==> src/rtl/tom_cnt_pkg.sv <==
// rtl/tom_cnt_pkg.sv - shared types and constants for the up-counting interval timer
package tom_cnt_pkg;

  typedef enum logic [1:0] {
    ST_IDLE = 2'b00,
    ST_RUN  = 2'b01,
    ST_DONE = 2'b10
  } state_t;

  localparam int CNT_WIDTH_DEFAULT = 16;
  localparam int PRESCALE_WIDTH    = 8;

endpackage

==> src/rtl/upcnt.sv <==
// rtl/upcnt.sv - one-bit loadable increment slice with ripple carry
module upcnt (
  input  logic clk,
  input  logic reset,
  input  logic load,
  input  logic d,
  input  logic cin,
  output logic q,
  output logic cout
);

  always_ff @(posedge clk or posedge reset) begin
    if (reset)
      q <= 1'b0;
    else
      q <= load ? d : (q ^ cin);
  end

  assign cout = cin & q;

endmodule

==> src/rtl/upcnt_tmr.sv <==
// rtl/upcnt_tmr.sv - loadable up-counting interval timer with run/one-shot control
// Optional prescaler enabled by defining UPCNT_PRESCALE_EN.
module upcnt_tmr
  import tom_cnt_pkg::*;
#(
  parameter int WIDTH = CNT_WIDTH_DEFAULT
) (
  input  logic                      clk,
  input  logic                      reset,
  input  logic [WIDTH-1:0]          d,
  input  logic                      ld,
  input  logic                      ci,
  input  logic                      start,
  input  logic                      oneshot,
`ifdef UPCNT_PRESCALE_EN
  input  logic [PRESCALE_WIDTH-1:0] pre,
`endif
  output logic [WIDTH-1:0]          q,
  output logic                      co,
  output logic                      tc,
  output logic                      busy,
  output logic                      done
);

  state_t             state;
  state_t             state_nxt;
  logic [WIDTH-1:0]   rl;
  logic [WIDTH-1:0]   load_val;
  logic [WIDTH:0]     carry;
  logic               tick;
  logic               run;
  logic               wrap;
  logic               load;

  assign run = (state == ST_RUN);

`ifdef UPCNT_PRESCALE_EN
  logic [PRESCALE_WIDTH-1:0] ps;
  logic                      run_entry;

  assign run_entry = (state != ST_RUN) && (state_nxt == ST_RUN);
  assign tick      = ci && (ps == pre);

  always_ff @(posedge clk or posedge reset) begin
    if (reset)
      ps <= '0;
    else if (ld || run_entry)
      ps <= '0;
    else if (run && ci)
      ps <= (ps == pre) ? '0 : ps + 1'b1;
  end
`else
  assign tick = ci;
`endif

  // The ripple carry out of the top slice is exactly the wrap condition.
  assign carry[0] = tick & run;
  assign wrap     = carry[WIDTH];
  assign co       = carry[WIDTH];

  assign load = ld | wrap | (start && state == ST_DONE);

  always_comb begin
    load_val = rl;
    if (ld)
      load_val = d;
    else if (wrap && oneshot)
      load_val = '1;
  end

  for (genvar i = 0; i < WIDTH; i++) begin : g_slice
    upcnt u_bit (
      .clk   (clk),
      .reset (reset),
      .load  (load),
      .d     (load_val[i]),
      .cin   (carry[i]),
      .q     (q[i]),
      .cout  (carry[i+1])
    );
  end

  always_ff @(posedge clk or posedge reset) begin
    if (reset)
      rl <= '0;
    else if (ld)
      rl <= d;
  end

  always_ff @(posedge clk or posedge reset) begin
    if (reset)
      tc <= 1'b0;
    else
      tc <= wrap & ~ld;
  end

  always_ff @(posedge clk or posedge reset) begin
    if (reset)
      state <= ST_IDLE;
    else
      state <= state_nxt;
  end

  always_comb begin
    state_nxt = state;
    if (ld)
      state_nxt = ST_IDLE;
    else if (wrap)
      state_nxt = oneshot ? ST_DONE : ST_RUN;
    else begin
      case (state)
        ST_IDLE: if (start) state_nxt = ST_RUN;
        ST_DONE: if (start) state_nxt = ST_RUN;
        ST_RUN:  state_nxt = ST_RUN;
        default: state_nxt = ST_IDLE;
      endcase
    end
  end

  always_comb begin
    busy = 1'b0;
    done = 1'b0;
    case (state)
      ST_RUN:  busy = 1'b1;
      ST_DONE: done = 1'b1;
      default: ;
    endcase
  end

endmodule

==> config.mk <==
export PLATFORM = sky130hd
export DESIGN_NAME = upcnt_tmr
export DESIGN_NICKNAME = d
export VERILOG_FILES = /design/src/rtl/tom_cnt_pkg.sv /design/src/rtl/upcnt.sv /design/src/rtl/upcnt_tmr.sv
export SDC_FILE = /design/constraint.sdc
export NUM_CORES = 1
export LEC_CHECK = 0
export CAP_MARGIN = 30
export CELL_PAD_IN_SITES_DETAIL_PLACEMENT = 1
export CELL_PAD_IN_SITES_GLOBAL_PLACEMENT = 2
export CORE_ASPECT_RATIO = 1.1
export CORE_UTILIZATION = 33
export DETAILED_ROUTE_END_ITERATION = 12
export GPL_TIMING_DRIVEN = 0
export PLACE_DENSITY_LB_ADDON = 0.12
export SYNTH_ARGS = -nofsm -noshare
export SYNTH_HDL_FRONTEND = slang
export SYNTH_HIERARCHICAL = 1
export SYNTH_SLANG_ARGS = --single-unit
==> constraint.sdc <==
create_clock -name clk -period 14.6 [get_ports clk]
set_input_delay 3.65 -clock clk [delete_from_list [all_inputs] [get_ports clk]]
set_output_delay 3.65 -clock clk [all_outputs]
set_load 0.1 [all_outputs]
==> flow_summary.ini <==
[run_status]
status = complete, no violations

[drt]
vias = 1451
ant_nets = 0
wl_per_cell_um = 14.5
drt_wl_total_um = 4480
vias_per_cell = 4.71
drtPass1Iterations = 4
drcViolationCount = 0
drt_iter0_drc = 33

[critical_path]
worstPathRequired_ps = 10950
r2r-end = g_slice[0].u_bit/q
endpoint = co
end_kind = primary output
regToRegStartpoint = state[0]
crit_type = in -> out
r2r_cells = 22
crit_arrival_ps = 8230
crit_start = ci
cp-start-kind = input pin
path_max_fanout = 5
r2r_slack_ps = 9370

[timing]
max_freq_ghz = 0.0841
setup_viol = 0
tightest_slew_ps = 972
fin_crit_ps = 11880
final.setup.tns_ps = 0
slew_violations = 0
period_share_pct = 81.4
setup_ws_ps = 2720
maxSlewHeadroom_pct = 35.0
worst_clock_skew_ps = 1.87
rsz0062_at_grt = false
final-hold-violation-count = 0

[floorplan]
fp.dieH_um = 80.7
core-area_mm2 = 0.00540
die_x_um = 73.5
placementRows = 28
start_util_pct = 34.4
io_pins = 42
dieArea_mm2 = 0.00594

[synth]
syn-num-nets = 223
ys_warn_count = 6
seq_area_frac_synth_pct = 47.1
syn_area_per_cell_um2 = 10.0
synth.distinct_cells = 14
synth_area_mm2 = 0.00186
synthCells = 185
yosys_register_bits = 35

[placement]
dpl_worst_slack_ps = 2680
io_buffers = 39
place_area_mm2 = 0.00234
place_hpwl_um = 3310
globalplace.congestion = 0.726

[cells_and_area]
fin_area_mm2 = 0.00246
syn2layout_area_growth_pct = 32.3
n_antenna_cell = 0
final_common_cell = clkdlybuf4s50_1
final_cell_mix = clkdlybuf4s50_1 (39), dfrtp_1 (35), inv_1 (33)
num-nets-final = 270
layout-drive-gt1-share_pct = 12.9

[global_routing]
grt_pass1_wl_um = 7710
busiest_layer = met2
met1_usage_pct = 21.7
use_met3_pct = 4.27
antenna_found_initial = 0
grt_pass1_vias = 1621
grt_overflow = 0
grt_max_degree = 20
grt_usage_pct = 17.6
grt.met2_usage_pct = 29.9

[pwr]
peakVddDrop_mv = 0.0404
leakage_nw = 1.24
power.density_mw_per_mm2 = 120

[cts]
cts_tree = yes
cts.sinks = 35
h-tree-depth = 2
cts_made_buffers = 5
cts.clk_slew.worst_paths_ps = 70
clockBufferDepth = 2
root_buffer = clkbuf_8
cts-hold-fix-buffers = 0
postCtsSetupBuffers = 0
ctsResizeCount = 0
insertion_delay_ps = 280

[hold_path]
hp-class = reg -> reg
hold_path_startpoint = rl[15]
holdPathStages = 2

[run]
maxCapViolCount = 0
==> area by class of cell <==
cell class                 instances  area, um^2
fill                             652        2940
multi-input combinational        107         813
clock buffer                       8         100
buffer                            10        45.0
inverter                          33         124
timing repair buffer              40         405
tap                               75        93.8
sequential                        35         876
==> flip-flops by register name, indices dropped and copies added, names as in the netlist <==
name / cells
g_slice.u_bit/q: 16
rl: 16
state: 2
tc: 1
==> metal layers <==
metal | wire length, um | part of all wire, % | vias up
met3 | 180 | 4.0 | 6
met5 | 0 | 0 | -
met1 | 1990 | 44 | 712
met2 | 2270 | 51 | 35
li1 | - | - | 698
met4 | 47 | 1.0 | 0
==> worst min path at each step <==
stage                   to  slack (ps)
finish              rl[15]         530
global route         rl[1]         560
CTS                  rl[1]         530
detailed placement   rl[1]         520
global placement    rl[14]         510
floorplan           rl[10]         500
==> worst max-delay path, cell delays in order <==
cell	delay, ps
clkdlybuf4s50_1	390
and2_1	140
ha_1	170
ha_1	180
ha_1	200
ha_1	200
ha_1	190
ha_1	190
ha_1	180
ha_1	180
ha_1	180
ha_1	180
ha_1	180
ha_1	200
ha_1	200
ha_1	190
ha_1	190
ha_1	240
clkdlybuf4s50_1	990
==> where the power goes <==
group / internal (mW) / total (mW) / switching (mW)
Combinational: 0.0319 / 0.102 / 0.0702
Sequential: 0.108 / 0.114 / 0.00613
Clock: 0.0431 / 0.0785 / 0.0354
Total: 0.183 / 0.294 / 0.112
==> cell families after synthesis <==
kind of cell             synth area share, %
buffers and inverters                   9.09
adder cells (fa/ha/maj)                 10.8
multiplexers                            12.9
AO/OA/AOI/OAI                           14.4
AND/OR/NAND/NOR                         5.66
flip-flops                              47.1
==> metrics by stage <==
stage	instances	hold WS [ps]	util, %	power (mW)
after floorplan	185	497	-	0.190
after global placement	299	511	43.4	0.216
after detailed placement	299	518	43.4	0.219
after CTS	307	532	45.3	0.299
after global routing	308	556	45.5	0.309
final	308	528	45.5	0.294
==> synth_stat cells (all sizes together) <==
cell | instances | area share, %
nand2 | 17 | 3.4
and2 | 1 | 0.34
nor2b | 4 | 1.3
o21ai | 32 | 8.6
dfrtp | 35 | 47
a21oi | 18 | 4.8
inv | 33 | 6.7
clkbuf | 4 | 0.81
buf | 6 | 1.6
mux2 | 16 | 13
a211o | 1 | 0.47
ha | 16 | 11
o31a | 1 | 0.47
or4b | 1 | 0.54
No activity file was read; power rests on OpenSTA's default activity.
